**src/rtl/pe_psum_collector_if.sv**
```systemverilog
// pe_psum_collector_if: bundles the two rdy/ack channels of the psum collector.
//   Psum_*  : PE -> collector beat channel (PEROW words per beat)
//   Gb_*    : collector -> GLB word write channel
// The collector uses the slave modport; the PE/GLB side (or a bench) uses master.
interface pe_psum_collector_if #(
    parameter int PEROW   = 4,
    parameter int PSUMDWD = 24,
    parameter int AWD     = 12
);
    logic                      Psum_rdy;
    logic                      Psum_ack;
    logic signed [PSUMDWD-1:0] i_Psum [PEROW];
    logic                      Gb_rdy;
    logic                      Gb_ack;
    logic signed [PSUMDWD-1:0] o_Gb_data;
    logic [AWD-1:0]            o_Gb_addr;

    modport slave (
        input  Psum_rdy, i_Psum, Gb_ack,
        output Psum_ack, Gb_rdy, o_Gb_data, o_Gb_addr
    );

    modport master (
        output Psum_rdy, i_Psum, Gb_ack,
        input  Psum_ack, Gb_rdy, o_Gb_data, o_Gb_addr
    );
endinterface

```
**src/rtl/pe_psum_collector.sv**
```systemverilog
// pe_psum_collector: receives PEROW-wide psum beats from a PE into a small beat
// FIFO, serialises each beat one word per transfer and writes the words to a GLB
// write port at an auto-incrementing (wrapping) address.
// Optional feature macro: PSUM_COLLECT_RELU_EN -- when defined, negative words
// are clamped to zero on the output path; otherwise raw psums are written.
module pe_psum_collector #(
    parameter int PEROW   = 4,
    parameter int PSUMDWD = 24,
    parameter int DEPTH   = 2,
    parameter int AWD     = 12,
    parameter int NBWD    = 10
) (
    input  logic                    i_clk,
    input  logic                    i_rst,
    input  logic                    i_start,
    input  logic [AWD-1:0]          i_base_addr,
    input  logic [NBWD-1:0]         i_nbeat,
    pe_psum_collector_if.slave      bus,
    output logic                    o_busy,
    output logic                    o_done
);
    localparam int PTRW = (DEPTH > 1) ? $clog2(DEPTH) : 1;
    localparam int CNTW = $clog2(DEPTH + 1);
    localparam int IDXW = (PEROW > 1) ? $clog2(PEROW) : 1;

    typedef enum logic [1:0] {
        ST_IDLE  = 2'd0,
        ST_RUN   = 2'd1,
        ST_DRAIN = 2'd2
    } state_t;

    state_t                     state_q;
    logic [AWD-1:0]             addr_q;
    logic [NBWD-1:0]            beats_left_q;
    logic [IDXW-1:0]            word_idx_q;
    logic [PTRW-1:0]            wr_ptr_q;
    logic [PTRW-1:0]            rd_ptr_q;
    logic [CNTW-1:0]            count_q;
    logic                       done_q;
    logic [PSUMDWD-1:0]         mem_q [DEPTH][PEROW];

    logic                       full_s;
    logic                       empty_s;
    logic                       push_s;
    logic                       wr_s;
    logic                       pop_s;
    logic                       last_word_s;
    logic [PSUMDWD-1:0]         head_word_s;
    logic [PSUMDWD-1:0]         out_word_s;

    assign full_s      = (count_q == CNTW'(DEPTH));
    assign empty_s     = (count_q == {CNTW{1'b0}});
    assign last_word_s = (word_idx_q == IDXW'(PEROW - 1));

    // Beat acceptance depends only on registered state: a pop in this cycle
    // does not free space until the next one.
    assign bus.Psum_ack = (state_q == ST_RUN) && bus.Psum_rdy && !full_s;
    assign push_s       = bus.Psum_ack;

    assign bus.Gb_rdy   = !empty_s;
    assign wr_s         = bus.Gb_rdy && bus.Gb_ack;
    assign pop_s        = wr_s && last_word_s;

    assign bus.o_Gb_addr = addr_q;
    assign bus.o_Gb_data = out_word_s;
    assign o_busy        = (state_q != ST_IDLE);
    assign o_done        = done_q;

    // Select the head word and apply the optional output transform; an empty
    // FIFO presents zero so stale entries never appear on the bus.
    always_comb begin
        head_word_s = mem_q[rd_ptr_q][word_idx_q];
        out_word_s  = {PSUMDWD{1'b0}};
        if (empty_s) begin
            out_word_s = {PSUMDWD{1'b0}};
        end else begin
`ifdef PSUM_COLLECT_RELU_EN
            if (head_word_s[PSUMDWD-1]) begin
                out_word_s = {PSUMDWD{1'b0}};
            end else begin
                out_word_s = head_word_s;
            end
`else
            out_word_s = head_word_s;
`endif
        end
    end

    // Beat storage: a push writes every row of the beat into the tail entry.
    always_ff @(posedge i_clk) begin
        if (push_s) begin
            for (int r = 0; r < PEROW; r++) begin
                mem_q[wr_ptr_q][r] <= bus.i_Psum[r];
            end
        end
    end

    // Run control FSM, FIFO pointers/occupancy, word index and address counter.
    always_ff @(posedge i_clk or negedge i_rst) begin
        if (!i_rst) begin
            state_q      <= ST_IDLE;
            addr_q       <= {AWD{1'b0}};
            beats_left_q <= {NBWD{1'b0}};
            word_idx_q   <= {IDXW{1'b0}};
            wr_ptr_q     <= {PTRW{1'b0}};
            rd_ptr_q     <= {PTRW{1'b0}};
            count_q      <= {CNTW{1'b0}};
            done_q       <= 1'b0;
        end else begin
            done_q <= 1'b0;

            case (state_q)
                ST_IDLE: begin
                    if (i_start) begin
                        addr_q       <= i_base_addr;
                        beats_left_q <= i_nbeat;
                        word_idx_q   <= {IDXW{1'b0}};
                        if (i_nbeat == {NBWD{1'b0}}) begin
                            done_q <= 1'b1;
                        end else begin
                            state_q <= ST_RUN;
                        end
                    end
                end
                ST_RUN: begin
                    if (push_s) begin
                        beats_left_q <= beats_left_q - NBWD'(1);
                        if (beats_left_q == NBWD'(1)) begin
                            state_q <= ST_DRAIN;
                        end
                    end
                end
                ST_DRAIN: begin
                    // No pushes happen here, so the last pop empties the FIFO.
                    if (pop_s && (count_q == CNTW'(1))) begin
                        state_q <= ST_IDLE;
                        done_q  <= 1'b1;
                    end
                end
                default: begin
                    state_q <= ST_IDLE;
                end
            endcase

            if (wr_s) begin
                addr_q <= addr_q + AWD'(1);
                if (last_word_s) begin
                    word_idx_q <= {IDXW{1'b0}};
                end else begin
                    word_idx_q <= word_idx_q + IDXW'(1);
                end
            end

            if (push_s) begin
                wr_ptr_q <= wr_ptr_q + PTRW'(1);
            end
            if (pop_s) begin
                rd_ptr_q <= rd_ptr_q + PTRW'(1);
            end

            case ({push_s, pop_s})
                2'b10:   count_q <= count_q + CNTW'(1);
                2'b01:   count_q <= count_q - CNTW'(1);
                default: count_q <= count_q;
            endcase
        end
    end
endmodule

```
**src/flat_wrapper.sv**
```systemverilog
// flat-port wrapper written by rule: the top's interface ports become plain ports
module pe_psum_collector_flat 
#(
    parameter int PEROW   = 4,
    parameter int PSUMDWD = 24,
    parameter int DEPTH   = 2,
    parameter int AWD     = 12,
    parameter int NBWD    = 10
)
  (i_clk, i_rst, i_start, i_base_addr, i_nbeat, o_busy, o_done, bus_Psum_rdy, bus_i_Psum, bus_Gb_ack, bus_Psum_ack, bus_Gb_rdy, bus_o_Gb_data, bus_o_Gb_addr);
  pe_psum_collector_if #(.PEROW(PEROW), .PSUMDWD(PSUMDWD), .AWD(AWD)) bus_i ();
  input  logic i_clk;
  input  logic i_rst;
  input  logic i_start;
  input  logic [AWD-1:0] i_base_addr;
  input  logic [NBWD-1:0] i_nbeat;
  output logic o_busy;
  output logic o_done;
  input wire logic [$bits(bus_i.Psum_rdy)-1:0] bus_Psum_rdy;
  input wire logic [$bits(bus_i.i_Psum)-1:0] bus_i_Psum;
  input wire logic [$bits(bus_i.Gb_ack)-1:0] bus_Gb_ack;
  output wire logic [$bits(bus_i.Psum_ack)-1:0] bus_Psum_ack;
  output wire logic [$bits(bus_i.Gb_rdy)-1:0] bus_Gb_rdy;
  output wire logic [$bits(bus_i.o_Gb_data)-1:0] bus_o_Gb_data;
  output wire logic [$bits(bus_i.o_Gb_addr)-1:0] bus_o_Gb_addr;
  assign bus_i.Psum_rdy = bus_Psum_rdy;
  assign bus_i.i_Psum = {>>{bus_i_Psum}};
  assign bus_i.Gb_ack = bus_Gb_ack;
  assign bus_Psum_ack = bus_i.Psum_ack;
  assign bus_Gb_rdy = bus_i.Gb_rdy;
  assign bus_o_Gb_data = bus_i.o_Gb_data;
  assign bus_o_Gb_addr = bus_i.o_Gb_addr;
  pe_psum_collector #(.PEROW(PEROW), .PSUMDWD(PSUMDWD), .DEPTH(DEPTH), .AWD(AWD), .NBWD(NBWD)) u_core (.i_clk(i_clk), .i_rst(i_rst), .i_start(i_start), .i_base_addr(i_base_addr), .i_nbeat(i_nbeat), .bus(bus_i), .o_busy(o_busy), .o_done(o_done));
endmodule
```
**config.mk**
```make
export PLATFORM = sky130hd
export DESIGN_NAME = pe_psum_collector_flat
export DESIGN_NICKNAME = d
export VERILOG_FILES = /design/src/rtl/pe_psum_collector_if.sv /design/src/rtl/pe_psum_collector.sv /design/src/flat_wrapper.sv
export SDC_FILE = /design/constraint.sdc
export NUM_CORES = 1
export LEC_CHECK = 0
export ABC_AREA = 1
export BUFFER_PORTS_ARGS = -buffer_cell sky130_fd_sc_hd__buf_2
export CAP_MARGIN = 5
export CORE_MARGIN = 1.5
export CORE_UTILIZATION = 60
export CTS_CLUSTER_DIAMETER = 50
export DETAILED_ROUTE_END_ITERATION = 12
export GPL_ROUTABILITY_DRIVEN = 0
export PLACE_DENSITY = 0.88
export SKIP_CTS_REPAIR_TIMING = 1
export SLEW_MARGIN = 5
export SYNTH_ARGS = -nofsm -noshare
export SYNTH_HDL_FRONTEND = slang
export SYNTH_SLANG_ARGS = --single-unit
```
**constraint.sdc**
```tcl
create_clock -name i_clk -period 8.2 [get_ports i_clk]
set_clock_uncertainty 0.2 [all_clocks]
set_input_delay 1.64 -clock i_clk [delete_from_list [all_inputs] [get_ports i_clk]]
set_output_delay 1.64 -clock i_clk [all_outputs]
set_load 0.01 [all_outputs]
```
Yosys cells after proc, flatten, opt, wreduce, memory -nomap -nowiden:

Memory sizes are Yosys's and may differ from the RTL's.
Cells that the tools add are included.

* memories kept: 1
* logic and storage cells: 76
* bits of input ports: 123
* register bits after elaboration: 31
* output and inout port bits: 40
* bits in writable memories: 192

Memory list
* u_core.mem_q: words 2, bits a word 96, rd ports 1, clocked after memory_dff 0, write ports 1, RTL line pe_psum_collector.sv:40 `logic [PSUMDWD-1:0] mem_q [DEPTH][PEROW];`

* add/subtract/negate cells: 7
* mux-type cells: 27
* $lt $le $gt $ge: 1
* reductions and logical operators: 18
* eq/ne operators: 13
* bitwise logic cells: 1

Operators by type and width (number)
* two-way mux 24 bit: 3
* binary-select mux 24 bit (select 2 bit): 1
* two-way mux 12 bit: 3
* two-way mux 10 bit: 2
* case mux 10 bit (2 select lines): 1
* two-way mux 2 bit: 9
* adder 12 x 1 -> 12 bit (second input constant): 1
* equality test 10 x 1 -> 1 bit (second input constant): 1
* logical NOT 10 bit: 1
* nonzero test 2 bit: 5
* subtractor 10 x 1 -> 10 bit (second input constant): 1
* equality test 2 bit (second input constant): 4
* equality test 2 x 1 -> 1 bit (second input constant): 3
* != test 2 bit (second input constant): 3
* case mux 2 bit (3 select lines): 1
* logical AND 1 bit: 5
* two-way mux 1 bit: 5
* AND reduction 5 bit: 1
* adder 2 x 1 -> 2 bit (second input constant): 2
* logical NOT 2 bit: 2
* != test 2 x 1 -> 1 bit (second input constant): 2
* case mux 2 bit (2 select lines): 1
* >= comparator 3 bit (second input constant): 1
* inverter 2 -> 3 bit: 1
* 6 further kinds: 8

Logic depth before layout (Yosys ltp):

* depth after elaboration: 7
* gate-level depth with buffers: 10
* gate-level depth less buffers: 10

Worst setup path before layout:

Ideal clock, no wire load.

* path kind: input to register
* from: in bus_Psum_rdy
* to: mem u_core.mem_q[1][0] in the netlist's numbering (enable)
* arrival time: 5953 ps
* setup slack: 1494 ps
* library setup time: 553 ps
* cell stages on the path: 4
* path buffers: 0
* data required time: 7447 ps
* cell sequence: inv_1 -> nor2_1 -> nand2_4 -> nor2_1

* word-level cells in the longest chain between the ends: 4

RTL lines
* start: declaration: RTL line flat_wrapper.sv:19 `input wire logic [$bits(bus_i.Psum_rdy)-1:0] bus_Psum_rdy;`
* logical AND 1 bit (2 in series): RTL line pe_psum_collector.sv:57 `assign bus.Psum_ack = (state_q == ST_RUN) && bus.Psum_rdy && !full_s;`
* two-way mux 1 bit: RTL line pe_psum_collector.sv:91 `if (push_s) begin`
* two-way mux 1 bit (not written as such): RTL line pe_psum_collector.sv:93 `mem_q[wr_ptr_q][r] <= bus.i_Psum[r];`
* end: declaration: RTL line pe_psum_collector.sv:40

Every way passes these cells.

Worst setup path after layout:

* from: reg u_core.rd_ptr_q
* to: out bus_o_Gb_data[7]

* word-level cells in the longest chain between the ends: 5

RTL lines
* start: declaration: RTL line pe_psum_collector.sv:37 `logic [PTRW-1:0] rd_ptr_q;`
* start signal: assignment: RTL line pe_psum_collector.sv:106 `rd_ptr_q <= {PTRW{1'b0}};`
* start signal: assignment: RTL line pe_psum_collector.sv:158 `rd_ptr_q <= rd_ptr_q + PTRW'(1);`
* memory read (2 x 96 bit)
* binary-select mux 24 bit (select 2 bit): RTL line pe_psum_collector.sv:72 `head_word_s = mem_q[rd_ptr_q][word_idx_q];`
* two-way mux 24 bit (not written as such) (2 in series): RTL line pe_psum_collector.sv:72
* two-way mux 24 bit: RTL line pe_psum_collector.sv:74 `if (empty_s) begin`
* end: declaration: RTL line flat_wrapper.sv:24 `output wire logic [$bits(bus_i.o_Gb_data)-1:0] bus_o_Gb_data;`

Every way passes these cells. The select of a mux whose other input is x is not followed.

==> impl_results.md <==
* DP Area at 10440 um^2
* Std-Cell Rows at 46
* Switch share at between 30 and 40%
* # placed instances at 1200
* Crit path time final at 5.227 ns
* Post-Synth XOR/XNOR Area at less than 1%
* Worst Path Arrival at 3.39 ns
* GR Overflow Total at 0
* Worst-Skew Late Latency at between 0.5 and 0.6 ns
* Sw power at ~1.6 mW
* Die Area at between 15000 and 20000 um^2
* Main synth FF type: edfxtp_1
* Critical path class: flop to output port
* Required @ worst endpoint at between 6 and 7 ns
* Core Area at about 16000 um^2
* Final worst-path cycle share at a little under two thirds
* First-pass GRT wire length at 33380 um
* Post-synthesis mux area share at 0%
* Min-delay src: u_core.beats_left_q[7]$_DFFE_PN0P_
* Mapped Cells at between 800 and 900
* Global Route Usage Sum at around a quarter
* Max-cap viol count at 0
* Leakage at around 4.5 nW
* Asr flop ratio synth at 13.90%
* First-iteration detailed-routing DRC count at 638
* Number of H-tree levels at 1
* Critical Path Start Type: flop
* Boundary Pins at approximately 160
* Hold Violations, Final at 0
* Final instance area at around 11000 um^2
* Status: complete, no violations
* Vias per inst at between 5 and 6
* R2r startpoint: u_core.state_q[1]$_DFFE_PN0P_
* Fmax achieved at about 190 MHz
* CTS Buffer Depth at 3
* Fin cells at 1250
* Port Buf Inserts at ~160
* Netlist cell types at 36
* Worst r2r path cells at 6
* Slew Limit Fails at 0
* Flop2flop setup slack at about 5 ns
* Worst-path clk slew at roughly 0.06 ns
* Post-Synth Adder-Cell Area at approximately 1.0%
* Antenna Violating Nets Remaining at 0
* First-pass detailed-route iteration total at 5
* Final wirelength at approximately 22000 um
* Min-delay worst type: flop to flop
* YS warnings at 0
* Post-route DRC at 0
* Largest net degree at the start of global routing at 97
* CP max stage delay at ~0.97 ns
* Reg-to-Reg End: u_core.mem_q[1][67]$_DFFE_PP_
* Layout area overhead at 17.36%
* Pre-CTS WS at ~3.7 ns
* WHS Endpoint: u_core.beats_left_q[7]$_DFFE_PN0P_
* Top post-synthesis cells by count: nor2_1, edfxtp_1, nand2_1
* Count leader, synth: nor2_1
* CTS Buf Count at 25
* CP Cell Sequence: buf_4, inv_6, o21ai_0, o211ai_1, nand2_1, nor2_1, buf_2
* Layout fillers at about 1100
* Simple-gate share of the synthesized area at between 10% and 20%
* Final nets at 1142
* Layout cell share with drive strength beyond 1 at roughly 22%
* EDFF count, synth at about 190
* Dominant cells by area after synthesis: edfxtp_1, nor2_1, dfrtp_1
* DR WL/cell at approximately 17 um
* Slack of the critical path at roughly 3.0 ns
* Hold path cells at 2
* Hpwl dp at roughly 14000 um
* Sequential fraction of the synthesis area at between 60 and 70%
* Pint at ~2.7 mW
* Crit path max fanout at 96
* Synth Net Count at 992
* Worst Setup End Kind: output port
* Post-Route Setup TNS at 0 ns
* Syn_area_per_cell at 11.15 um^2
* Comb power frac at approximately a third
* Share of power burned in registers at between 40% and 50%
* Unrepaired setup endpoints after global routing: false
* Slowest CP cell: dfrtp_2
* Synth Area in Compound Gates at 10.59%
* Starting Density at 60.89%
* CTS Sinks at 223
* CTS tree: yes
* Clock power share at between 20 and 30%
* Worst IR drop on VDD at between 0.2 and 0.3 mV
* Synth area leader: edfxtp_1
* PwrDens at around 380 nW/um^2
* #FFs+latches synth at ~220
* Largest family of logic cells by synthesized area: simple AND/OR/NAND/NOR gates
* Vert. Die Dim at between 100 and 150 um
* Synthesized cell area at 9602 um^2
* Post-synth top area share at around three fifths
* Clock root buffer: clkbuf_16
* Worst slew pin tran at ~1.0 ns
* Vias at a little over 7000
* Die X-Extent at approximately 130 um
* Vias in the first global route at approximately 6800
* Initial antenna violation count at 6
* Count of final setup violators at 0
* Slew HR at about a third
[kinds of logic (layout without fill, tap and decap cells)]
| kind of cell | after synthesis | after routing |
|---|---|---|
| compound gates | 177 | 177 |
| xor+xnor | 4 | 4 |
| fa+ha+maj | 8 | 8 |
| buf+inv | 87 | 256 |
| flops | 223 | 223 |
| other cells | 0 | 4 |
| simple gates | 362 | 362 |
[sequential cells by signal (all words and copies together), names as in the netlist]
signal / flops
u_core.o_done: 1
u_core.wr_ptr_q: 1
u_core.mem_q: 192
u_core.count_q: 2
u_core.rd_ptr_q: 1
u_core.beats_left_q: 10
u_core.bus.o_Gb_addr: 12
u_core.state_q: 2
u_core.word_idx_q: 2
[power groups by stage]
| stage | Clock (mW) | Sequential, mW | Combinational, mW |
|---|---|---|---|
| floorplan | 0 | 1.72 | 1.11 |
| global placement | 0 | 1.76 | 1.41 |
| detailed placement | 0 | 1.78 | 1.45 |
| CTS | 1.11 | 1.76 | 1.47 |
| global route | 1.15 | 1.79 | 1.65 |
| finish | 1.10 | 1.76 | 1.48 |
[final cells by class]
cell class	count	area (um^2)	area share, %
tap	216	270.3	2.398
antenna	4	10.01	0.08883
inverter	44	171.4	1.521
sequential	223	6545	58.08
clock buffer	31	648.1	5.752
timing repair buffer	166	840.8	7.462
clock inverter	15	167.7	1.488
multi-input combinational	551	2615	23.21
[critical path, delay by kind of cell, from the launching register on]
kind | cells | cell delay (ns)
DFF | 1 | 0.97
and+or+nand+nor | 2 | 0.18
buffers and inverters | 3 | 1.10
AOI/OAI and AO/OA | 2 | 0.57
[how the worst max path moves through the flow]
| stage | depth (start not counted) | slack (ns) | endpoint | startpoint |
|---|---|---|---|---|
| 6_report | 7 | 2.97 | bus_o_Gb_data[7] | u_core.rd_ptr_q$_DFFE_PN0N_ |
| 5_1_grt | 7 | 2.85 | bus_o_Gb_data[7] | u_core.rd_ptr_q$_DFFE_PN0N_ |
| 4_1_cts | 7 | 3.03 | bus_o_Gb_data[7] | u_core.rd_ptr_q$_DFFE_PN0N_ |
| 3_5_place_dp | 7 | 3.71 | bus_o_Gb_data[7] | u_core.rd_ptr_q$_DFFE_PN0N_ |
| 3_3_place_gp | 7 | 3.77 | bus_o_Gb_data[19] | u_core.rd_ptr_q$_DFFE_PN0N_ |
| 2_1_floorplan | 4 | 1.49 | u_core.mem_q[1][0]$_DFFE_PP_ | bus_Psum_rdy |
[stage by stage]
stage               total power [mW]  hold slack, ns  utilization, %
detailed placement             3.224          0.2669           66.22
CTS                            4.339          0.2814           71.39
global placement               3.167          0.2648           66.22
global route                   4.585          0.3175           71.41
finish                         4.338          0.2752           71.45
floorplan                      2.825          0.2489               -
[layer usage]
layer  part of all wire (%)  wire, um  vias up  GRT usage (%)
li1                       -         -     3309              -
met5                  0.060        13        -              0
met1                     36      7797     3357          30.25
met3                    9.3      2032       52          5.945
met2                     52     11310      379          47.53
met4                    3.1       666        2          9.608
[placed cells by master, fill, tap and decap left out, types with 7 or more instances in the layout]
cell / Yosys / layout
o21ai_0: 90 / 90
nor2_1: 208 / 206
o21ai_1: 26 / 26
o22ai_1: 24 / 24
o211ai_1: 24 / 24
clkbuf_16: 0 / 25
nand2_1: 111 / 111
nand4_1: 7 / 7
edfxtp_1: 192 / 192
ha_1: 8 / 8
buf_2: 18 / 162
nand3_1: 24 / 24
inv_1: 37 / 37
dfrtp_1: 31 / 28
(Power assumes the default switching activity.)
